`config.mk`:
```
export PLATFORM = sky130hd
export DESIGN_NAME = imm_gen_pipe
export DESIGN_NICKNAME = d
export VERILOG_FILES = /design/src/rtl/imm_pkg.sv /design/src/rtl/imm_extract.sv /design/src/rtl/imm_gen_pipe.sv
export SDC_FILE = /design/constraint.sdc
export NUM_CORES = 1
export LEC_CHECK = 0
export ABC_AREA = 1
export CORE_MARGIN = 5
export CORE_UTILIZATION = 53
export DETAILED_ROUTE_END_ITERATION = 6
export HOLD_SLACK_MARGIN = 0.02
export PLACE_DENSITY = 0.8
export SLEW_MARGIN = 10
export SYNTH_ARGS = -nofsm -noshare
export SYNTH_HDL_FRONTEND = slang
export SYNTH_HIERARCHICAL = 1
export SYNTH_SLANG_ARGS = --single-unit
```
`constraint.sdc`:
```
create_clock -name clk -period 1.8 [get_ports clk]
set_input_delay 0.27 -clock clk [delete_from_list [all_inputs] [get_ports clk]]
set_output_delay 0.27 -clock clk [all_outputs]
set_load 0.02 [all_outputs]
```
`src/rtl/imm_pkg.sv`:
```
// rtl/imm_pkg.sv - shared opcodes, format codes and skid buffer state encoding
package imm_pkg;

   // Base opcodes that carry an immediate
   localparam logic [6:0] OP_LOAD   = 7'b0000011;
   localparam logic [6:0] OP_OP_IMM = 7'b0010011;
   localparam logic [6:0] OP_JALR   = 7'b1100111;
   localparam logic [6:0] OP_STORE  = 7'b0100011;
   localparam logic [6:0] OP_BRANCH = 7'b1100011;
   localparam logic [6:0] OP_LUI    = 7'b0110111;
   localparam logic [6:0] OP_AUIPC  = 7'b0010111;
   localparam logic [6:0] OP_JAL    = 7'b1101111;

   // Immediate format code as presented on out_fmt
   typedef enum logic [2:0] {
      FMT_NONE = 3'd0,
      FMT_I    = 3'd1,
      FMT_S    = 3'd2,
      FMT_B    = 3'd3,
      FMT_U    = 3'd4,
      FMT_J    = 3'd5
   } fmt_e;

   // Skid buffer occupancy: the state is the entry count
   typedef enum logic [1:0] {
      ST_EMPTY = 2'd0,
      ST_ONE   = 2'd1,
      ST_FULL  = 2'd2
   } buf_state_e;

endpackage

```
`src/rtl/imm_extract.sv`:
```
// rtl/imm_extract.sv - combinational immediate decode and sign extension
//
// Ports:
//   i_instr    32-bit instruction word
//   o_imm      immediate sign-extended from i_instr[31] to XLEN
//   o_fmt      format code (NONE for unrecognised opcodes, imm then 0)
//   o_illegal  unrecognised opcode or i_instr[1:0] != 2'b11
//              (present only with IMMGEN_ILLEGAL_EN)
module imm_extract
   import imm_pkg::*;
#(
   parameter int XLEN = 32
) (
   input  logic [31:0]     i_instr,
   output logic [XLEN-1:0] o_imm,
   output fmt_e            o_fmt
`ifdef IMMGEN_ILLEGAL_EN
   ,
   output logic            o_illegal
`endif
);

   logic [31:0] w_imm32;

   always_comb begin
      o_fmt = FMT_NONE;
      case (i_instr[6:0])
         OP_LOAD, OP_OP_IMM, OP_JALR: o_fmt = FMT_I;
         OP_STORE:                    o_fmt = FMT_S;
         OP_BRANCH:                   o_fmt = FMT_B;
         OP_LUI, OP_AUIPC:            o_fmt = FMT_U;
         OP_JAL:                      o_fmt = FMT_J;
         default:                     o_fmt = FMT_NONE;
      endcase
   end

   // Every format is first built as a 32-bit value sign-extended from bit 31,
   // then widened as a signed quantity so XLEN=64 extends the same sign bit.
   always_comb begin
      w_imm32 = 32'd0;
      case (o_fmt)
         FMT_I: w_imm32 = {{20{i_instr[31]}}, i_instr[31:20]};
         FMT_S: w_imm32 = {{20{i_instr[31]}}, i_instr[31:25], i_instr[11:7]};
         FMT_B: w_imm32 = {{19{i_instr[31]}}, i_instr[31], i_instr[7],
                           i_instr[30:25], i_instr[11:8], 1'b0};
         FMT_U: w_imm32 = {i_instr[31:12], 12'b0};
         FMT_J: w_imm32 = {{11{i_instr[31]}}, i_instr[31], i_instr[19:12],
                           i_instr[20], i_instr[30:21], 1'b0};
         default: w_imm32 = 32'd0;
      endcase
   end

   assign o_imm = XLEN'($signed(w_imm32));

`ifdef IMMGEN_ILLEGAL_EN
   assign o_illegal = (o_fmt == FMT_NONE) || (i_instr[1:0] != 2'b11);
`endif

endmodule

```
`src/rtl/imm_gen_pipe.sv`:
```
// rtl/imm_gen_pipe.sv - registered immediate generator with 2-entry skid buffer
//
// Optional feature macro: IMMGEN_ILLEGAL_EN (adds out_illegal and per-entry bit)
//
// Ports:
//   clk, rst_n   rising-edge clock, asynchronous active-low reset
//   in_valid     instruction present          in_ready   can accept this cycle
//   in_instr     32-bit instruction word
//   out_valid    result present               out_ready  consumer takes result
//   out_imm      sign-extended immediate (XLEN bits)
//   out_fmt      format code NONE/I/S/B/U/J = 0..5
//   out_illegal  opcode not recognised (IMMGEN_ILLEGAL_EN only)
module imm_gen_pipe
   import imm_pkg::*;
#(
   parameter int XLEN = 32
) (
   input  logic            clk,
   input  logic            rst_n,
   input  logic            in_valid,
   output logic            in_ready,
   input  logic [31:0]     in_instr,
   output logic            out_valid,
   input  logic            out_ready,
   output logic [XLEN-1:0] out_imm,
   output logic [2:0]      out_fmt
`ifdef IMMGEN_ILLEGAL_EN
   ,
   output logic            out_illegal
`endif
);

   buf_state_e      r_state, w_state_nxt;
   logic [XLEN-1:0] w_dec_imm;
   fmt_e            w_dec_fmt;
   logic            w_accept, w_pop;

   // Entry 0 is always the head; entry 1 only holds data in FULL
   logic [XLEN-1:0] r_imm0, r_imm1;
   fmt_e            r_fmt0, r_fmt1;
`ifdef IMMGEN_ILLEGAL_EN
   logic            w_dec_ill;
   logic            r_ill0, r_ill1;
`endif

   imm_extract #(.XLEN(XLEN)) u_extract (
      .i_instr   (in_instr),
      .o_imm     (w_dec_imm),
      .o_fmt     (w_dec_fmt)
`ifdef IMMGEN_ILLEGAL_EN
      ,
      .o_illegal (w_dec_ill)
`endif
   );

   assign w_accept = in_valid && in_ready;
   assign w_pop    = out_valid && out_ready;

   always_ff @(posedge clk or negedge rst_n) begin
      if (!rst_n) r_state <= ST_EMPTY;
      else        r_state <= w_state_nxt;
   end

   // Handshake outputs come from the registered state only
   always_comb begin
      w_state_nxt = r_state;
      in_ready    = 1'b1;
      out_valid   = 1'b0;
      case (r_state)
         ST_EMPTY: begin
            if (w_accept) w_state_nxt = ST_ONE;
         end
         ST_ONE: begin
            out_valid = 1'b1;
            if (w_accept && !w_pop)      w_state_nxt = ST_FULL;
            else if (!w_accept && w_pop) w_state_nxt = ST_EMPTY;
         end
         ST_FULL: begin
            in_ready  = 1'b0;
            out_valid = 1'b1;
            if (w_pop) w_state_nxt = ST_ONE;
         end
         default: w_state_nxt = ST_EMPTY;
      endcase
   end

   always_ff @(posedge clk or negedge rst_n) begin
      if (!rst_n) begin
         r_imm0 <= '0;
         r_imm1 <= '0;
         r_fmt0 <= FMT_NONE;
         r_fmt1 <= FMT_NONE;
`ifdef IMMGEN_ILLEGAL_EN
         r_ill0 <= 1'b0;
         r_ill1 <= 1'b0;
`endif
      end else begin
         case (r_state)
            ST_EMPTY: begin
               if (w_accept) begin
                  r_imm0 <= w_dec_imm;
                  r_fmt0 <= w_dec_fmt;
`ifdef IMMGEN_ILLEGAL_EN
                  r_ill0 <= w_dec_ill;
`endif
               end
            end
            ST_ONE: begin
               // Accept with pop replaces the head; accept alone queues behind it
               if (w_accept && w_pop) begin
                  r_imm0 <= w_dec_imm;
                  r_fmt0 <= w_dec_fmt;
`ifdef IMMGEN_ILLEGAL_EN
                  r_ill0 <= w_dec_ill;
`endif
               end else if (w_accept) begin
                  r_imm1 <= w_dec_imm;
                  r_fmt1 <= w_dec_fmt;
`ifdef IMMGEN_ILLEGAL_EN
                  r_ill1 <= w_dec_ill;
`endif
               end
            end
            ST_FULL: begin
               if (w_pop) begin
                  r_imm0 <= r_imm1;
                  r_fmt0 <= r_fmt1;
`ifdef IMMGEN_ILLEGAL_EN
                  r_ill0 <= r_ill1;
`endif
               end
            end
            default: ;
         endcase
      end
   end

   assign out_imm = r_imm0;
   assign out_fmt = r_fmt0;
`ifdef IMMGEN_ILLEGAL_EN
   assign out_illegal = r_ill0;
`endif

endmodule

```
* Word level (Yosys, flattened, before mapping) *
Index checks and enable logic that the tools add are counted.

word-level totals
  register bits after elaboration = 72
  input bits = 36
  output and inout bits = 37
  word-level logic and storage cells = 57

cells by class
  equality and inequality tests = 19
  muxes and demuxes = 17
  bitwise operators = 1
  reductions and logical operators = 15

operators with widths
  cell                                                                    count
  32-bit one-hot mux with 5 select lines                                  1
  32-bit 2-to-1 mux                                                       3
  32-bit one-hot mux with 3 select lines                                  1
  7-bit equality test (second input constant)                             3
  3-bit one-hot mux with 5 select lines                                   1
  7-bit by 5-bit equality test with 1-bit output (second input constant)  2
  7-bit by 6-bit equality test with 1-bit output (second input constant)  2
  3-bit 2-to-1 mux                                                        3
  3-bit one-hot mux with 3 select lines                                   1
  2-bit 2-to-1 mux                                                        4
  7-bit by 2-bit equality test with 1-bit output (second input constant)  1
  3-bit by 2-bit equality test with 1-bit output (second input constant)  2
  3-bit equality test (second input constant)                             2
  2-bit inequality test (second input constant)                           3
  2-bit one-hot mux with 3 select lines                                   1
  3-bit AND reduction                                                     2
  1-bit logical AND                                                       5
  4-bit AND reduction                                                     1
  2-bit OR reduction                                                      2
  3-bit by 1-bit equality test with 1-bit output (second input constant)  1
  3-bit inequality test (second input constant)                           1
  3-bit nonzero test                                                      1
  3-bit OR reduction                                                      1
  2-bit by 1-bit equality test with 1-bit output (second input constant)  1
  other kinds (5)                                                         7

* Logic depth before layout (Yosys ltp) *
  word-level depth = 8
  mapped depth = 13
  depth with buffers taken out = 11

* Modules after synthesis *
Netlist, hierarchy kept.

by module, submodules not included
  module        instances  cells an instance  area each (sq um)  seq. area each (sq um)
  imm_gen_pipe  1          411                3409.5             1801.7
  imm_extract   1          165                775.7              0.0

* Worst setup path before layout *
OpenSTA, ideal clock, no wires.

  kind = reg2reg
  start point = register r_state[0]
  end point = register r_fmt0[0], in the netlist out_fmt[0]
  library setup time = 117 ps
  arrival = 1609 ps
  required time = 1683 ps
  setup slack = 74 ps
  cell stages (with the launch flop) = 11
  buffers on the path = 1
  period minus slack after synthesis = 1726 ps
  cell sequence = dfrtp_1 > inv_1 > ha_1 > nand2_2 > nand2_4 > nand2_2 > nor2_8 > nand2_4 > buf_8 > nand2_2 > nand2_1

on the way
  cells in the longest elaborated chain, start to end = 7
  elaborated cells between the ends (all ways) = 15
  those cells by class = eq/ne: 5; mux: 3; reduce/logical: 7

RTL lines
  element                                                                                line                 RTL
  start, declared                                                                        imm_gen_pipe.sv:33   buf_state_e r_state, w_state_nxt;
  start signal, assigned                                                                 imm_gen_pipe.sv:61   else r_state <= w_state_nxt;
  2-bit equality test or 2-bit by 1-bit equality test with 1-bit output (tied branches)  imm_gen_pipe.sv:69   case (r_state)
  2-bit OR reduction (no source line) (*)                                                -
  1-bit 2-to-1 mux (*)                                                                   imm_gen_pipe.sv:69
  named net out_valid                                                                    imm_gen_pipe.sv:23   output logic out_valid,
  1-bit logical AND (*)                                                                  imm_gen_pipe.sv:57   assign w_pop = out_valid && out_ready;
  1-bit logical AND                                                                      imm_gen_pipe.sv:110  if (w_accept && w_pop) begin
  2-bit inequality test (no source line)                                                 -
  4-bit AND reduction (no source line) (*)                                               -
  end signal, assigned                                                                   imm_gen_pipe.sv:102  r_fmt0 <= w_dec_fmt;
  end signal, assigned                                                                   imm_gen_pipe.sv:112  r_fmt0 <= w_dec_fmt;
  end signal, assigned                                                                   imm_gen_pipe.sv:127  r_fmt0 <= r_fmt1;
  end, declared                                                                          imm_gen_pipe.sv:40   fmt_e r_fmt0, r_fmt1;

Mark *: on every way through the listed nets, which the timed path passes. The rest lies on a longest branch.
A chain may end at the register's enable or synchronous reset.

* Worst setup path after layout *
  start point = register r_state[0]
  end point = register r_fmt0[2], in the netlist out_fmt[2]

on the way
  cells in the longest elaborated chain, start to end = 7
  elaborated cells between the ends (all ways) = 15
  those cells by class = eq/ne: 5; mux: 3; reduce/logical: 7

RTL lines
  element                                                                                line
  2-bit equality test or 2-bit by 1-bit equality test with 1-bit output (tied branches)  imm_gen_pipe.sv:69, imm_gen_pipe.sv:98
  2-bit OR reduction (no source line)                                                    -
  1-bit 2-to-1 mux                                                                       imm_gen_pipe.sv:69
  1-bit logical AND                                                                      imm_gen_pipe.sv:57
  1-bit logical AND                                                                      imm_gen_pipe.sv:110
  2-bit inequality test (no source line)                                                 -
  4-bit AND reduction (no source line)                                                   -

Several ways; a longest one is shown, not always the timed one.

==> metrics.md <==
| Metric | Value |
|---|---|
| Post-DRT Antenna Nets | 0 |
| Antenna violations before repair | 0 |
| GR Util All Layers | 21.4% |
| Post-Syn Area | 0.00419 mm² |
| Setup slack after placement | -0.276 ns |
| CP endpoint kind | flop |
| Final wirelength | 11200 µm |
| Max Cap Violations | 0 |
| Fin. Hold Viols | 0 |
| Die area | 0.00977 mm² |
| Crit Path Class | flop to flop |
| Clk_skew | 0.00983 ns |
| Slew @ Worst Pin | 0.386 ns |
| Die height | 98.9 µm |
| Area of the core | 0.00773 mm² |
| # nets final | 707 |
| Input/output buffers | 72 |
| Setup-failing EPs final | 0 |
| Period minus WS final | 1.74 ns |
| Root buffer cell | clkbuf_8 |
| Req. time, crit path | 2.08 ns |
| Status | finished, final reports clean |
| Critical-path cell list | inv_2, ha_4, nand2_2, nand2_4, nand2_2, nor2_8, buf_4, buf_12, nand3_1, nand2_1 |
| Final-report max-slew violation count | 0 |
| Ports | 73 |
| Placed Area | 0.00509 mm² |
| Seq pwr share | 30.2% |
| CTS tree | done |
| Net switching power | 3650 µW |
| Unique cell type count in the Yosys netlist | 22 |
| Worst path arrival time | 2.02 ns |
| Internal power | 5110 µW |
| Number of CTS-inserted buffers | 9 |
| H-Tree Level Count | 3 |
| Fmax achieved | 0.574 GHz |
| Pwr dens | 1580 mW/mm² |
| Setup TNS | 0 ns |
| Vias per cell | 5.27 |
| Commonest non-fill, non-tap cell in the layout | nand2_1 |
| Worst hold-check path type | primary input to asynchronous set/reset pin |
| Largest stage delay, worst path | 0.43 ns |
| Seq/Total Area, Yosys | 43.0% |
| Syn_area_per_cell | 7.27 µm² |
| Flops & latches, synth | 72 |
| Area grow syn2layout | 32.7% |
| Leak | 0.00279 µW |
| Initial Util | 54.2% |
| Cell family with most CP delay | simple AND/OR/NAND/NOR gates |
| Latest clock arrival within the worst-skew pair | 0.35 ns |
| Cell mode on critical path | nand2_2 |
| Grt ovf | 0 |
| Die width | 98.9 µm |
| Clock Power Share | 17.9% |
| DRT Pass-1 Iters | 5 |
| Vias in the first global route | 3755 |
| Residual DRC | 0 |
| Clock Sinks | 72 |
| Register clock-pin slew on the reported worst setup and hold paths | 0.07 ns |
| Initial DRC count | 430 |
| Finished Cell Area | 0.00555 mm² |
| Worst vdd ir | 0.833 mV |
| Most frequent cells in the layout | nand2_1 (168), nand3_1 (72), dfrtp_1 (72) |
| Setup slack after layout | 0.0593 ns |
| Vias | 4076 |
| Slew headroom | 74.3% |
| Cell count after synthesis | 576 |
| Layout cells sized above 1 | 14.0% |
| Hpwl dp | 7240 µm |
| CP max FO | 8 |
| WP buf/inv | 3 |
| FP Rows | 32 |
| CP max stage cell | dfrtp_1 |
| Global-route wire length before repair | 17200 µm |
| CTS Buffer Depth | 2 |
| RePlAce Congestion | 0.901 |
| Critical path startpoint category | flop |
| Switching share of power | 41.7% |
| ANT cells | 0 |
| Post-synth net total | 617 |
| Final cycle utilization of the critical path | 96.7% |
| Largest net degree at the start of global routing | 73 |
| Gate power share | 51.9% |
| Yosys synthesis warning count | 6 |
| WL per Instance | 14.5 µm |
| Worst reg2reg setup slack | 0.06 ns |
==> cells by family (layout without fill, tap and decap cells) <==
kind of cell / count (synthesis) / in the layout / synth area share [%]
buffers and inverters: 95 / 187 / 10.5
AOI/OAI and AO/OA: 79 / 79 / 9.60
adders and majority gates: 5 / 5 / 1.49
and+or+nand+nor: 325 / 328 / 35.4
DFF: 72 / 72 / 43.0
==> state kept, by name, indices dropped and copies added (netlist names) <==
register  flops
r_state       2
r_imm1       32
out_fmt       3
r_fmt1        3
out_imm      32
==> routing by layer <==
layer	track usage (%)	vias up	share of wire, %
met2	35.4	179	50
met1	28.9	1885	41
met4	5.88	0	1.7
met3	3.89	19	7.4
met5	0	-	0
li1	-	1993	-
==> tightest hold or removal path: cells and delay by family <==
kind / cells / cell delay [ns]
buffers and inverters: 3 / 0.95
==> final cells by class <==
type                            instances  area, µm²
Fill cell                             596       2170
Inverter                               67        251
Timing Repair Buffer                  104       1090
Tap cell                              102        128
Clock buffer                           10        128
Sequential cell                        72       1800
Clock inverter                          6        115
Multi-Input combinational cell        412       2040
==> stage by stage <==
stage / power [µW] / std cells / utilization [%] / hold slack (ns)
4_1_cts: 7970 / 763 / 69.3 / 0.479
3_3_place_gp: 6250 / 746 / 65.9 / 0.319
3_5_place_dp: 6380 / 746 / 65.9 / 0.328
6_report: 8750 / 773 / 71.9 / 0.468
5_1_grt: 9290 / 773 / 71.9 / 0.504
2_1_floorplan: 5130 / 576 / - / -0.0256
==> Yosys cell counts <==
cell,number,area (µm²)
nor2_8,2,40.0
ha_1,5,62.6
nand2_2,24,150
nand2_4,4,45.0
buf_2,14,70.1
dfrtp_1,72,1800
clkbuf_1,4,15.0
buf_6,5,56.3
nor2_4,2,22.5
nand2_1,170,638
o21ai_0,49,245
nor2_2,2,12.5
nor2_1,46,173
inv_2,2,7.51
buf_8,1,15.0
nand3_1,72,360
a21oi_1,29,145
buf_4,4,30.0
nand3_4,2,35.0
nor3_1,1,5.00
inv_1,65,244
a21boi_2,1,11.3
==> what timing repair did <==
item | in CTS | in global routing
buffers inserted | 0 | 5
pin swaps | 2 | 6
hold buffers | 1 | 0
setup endpoints to repair | 37 | 62
gates resized for setup | 5 | 17
gates cloned | 0 | 5
endpoints found under the hold margin | 72 | 0
==> power groups by stage <==
| stage | Clock, µW | Sequential, µW | Combinational [µW] |
|---|---|---|---|
| 6_report | 1560 | 2640 | 4550 |
| 2_1_floorplan | 0 | 2920 | 2200 |
| 3_5_place_dp | 0 | 2660 | 3720 |
| 3_3_place_gp | 0 | 2620 | 3620 |
| 4_1_cts | 1570 | 2640 | 3770 |
| 5_1_grt | 1660 | 2720 | 4910 |
==> path summary, 6_finish.rpt <==
path / from / endpoint / cells past startpoint
max: r_state[0]$_DFFE_PN0P_ / out_fmt[2]$_DFFE_PN0P_ / 10
min: rst_n / r_fmt1[1]$_DFFE_PN0P_ / 3
max reg2reg: r_state[0]$_DFFE_PN0P_ / out_fmt[2]$_DFFE_PN0P_ / 10
min reg2reg: out_imm[21]$_DFFE_PN0P_ / out_imm[21]$_DFFE_PN0P_ / 2
max in group asynchronous: rst_n / r_imm1[30]$_DFFE_PN0P_ / 3
min in group clk: out_imm[21]$_DFFE_PN0P_ / out_imm[21]$_DFFE_PN0P_ / 2
(Power assumes the default switching activity.)
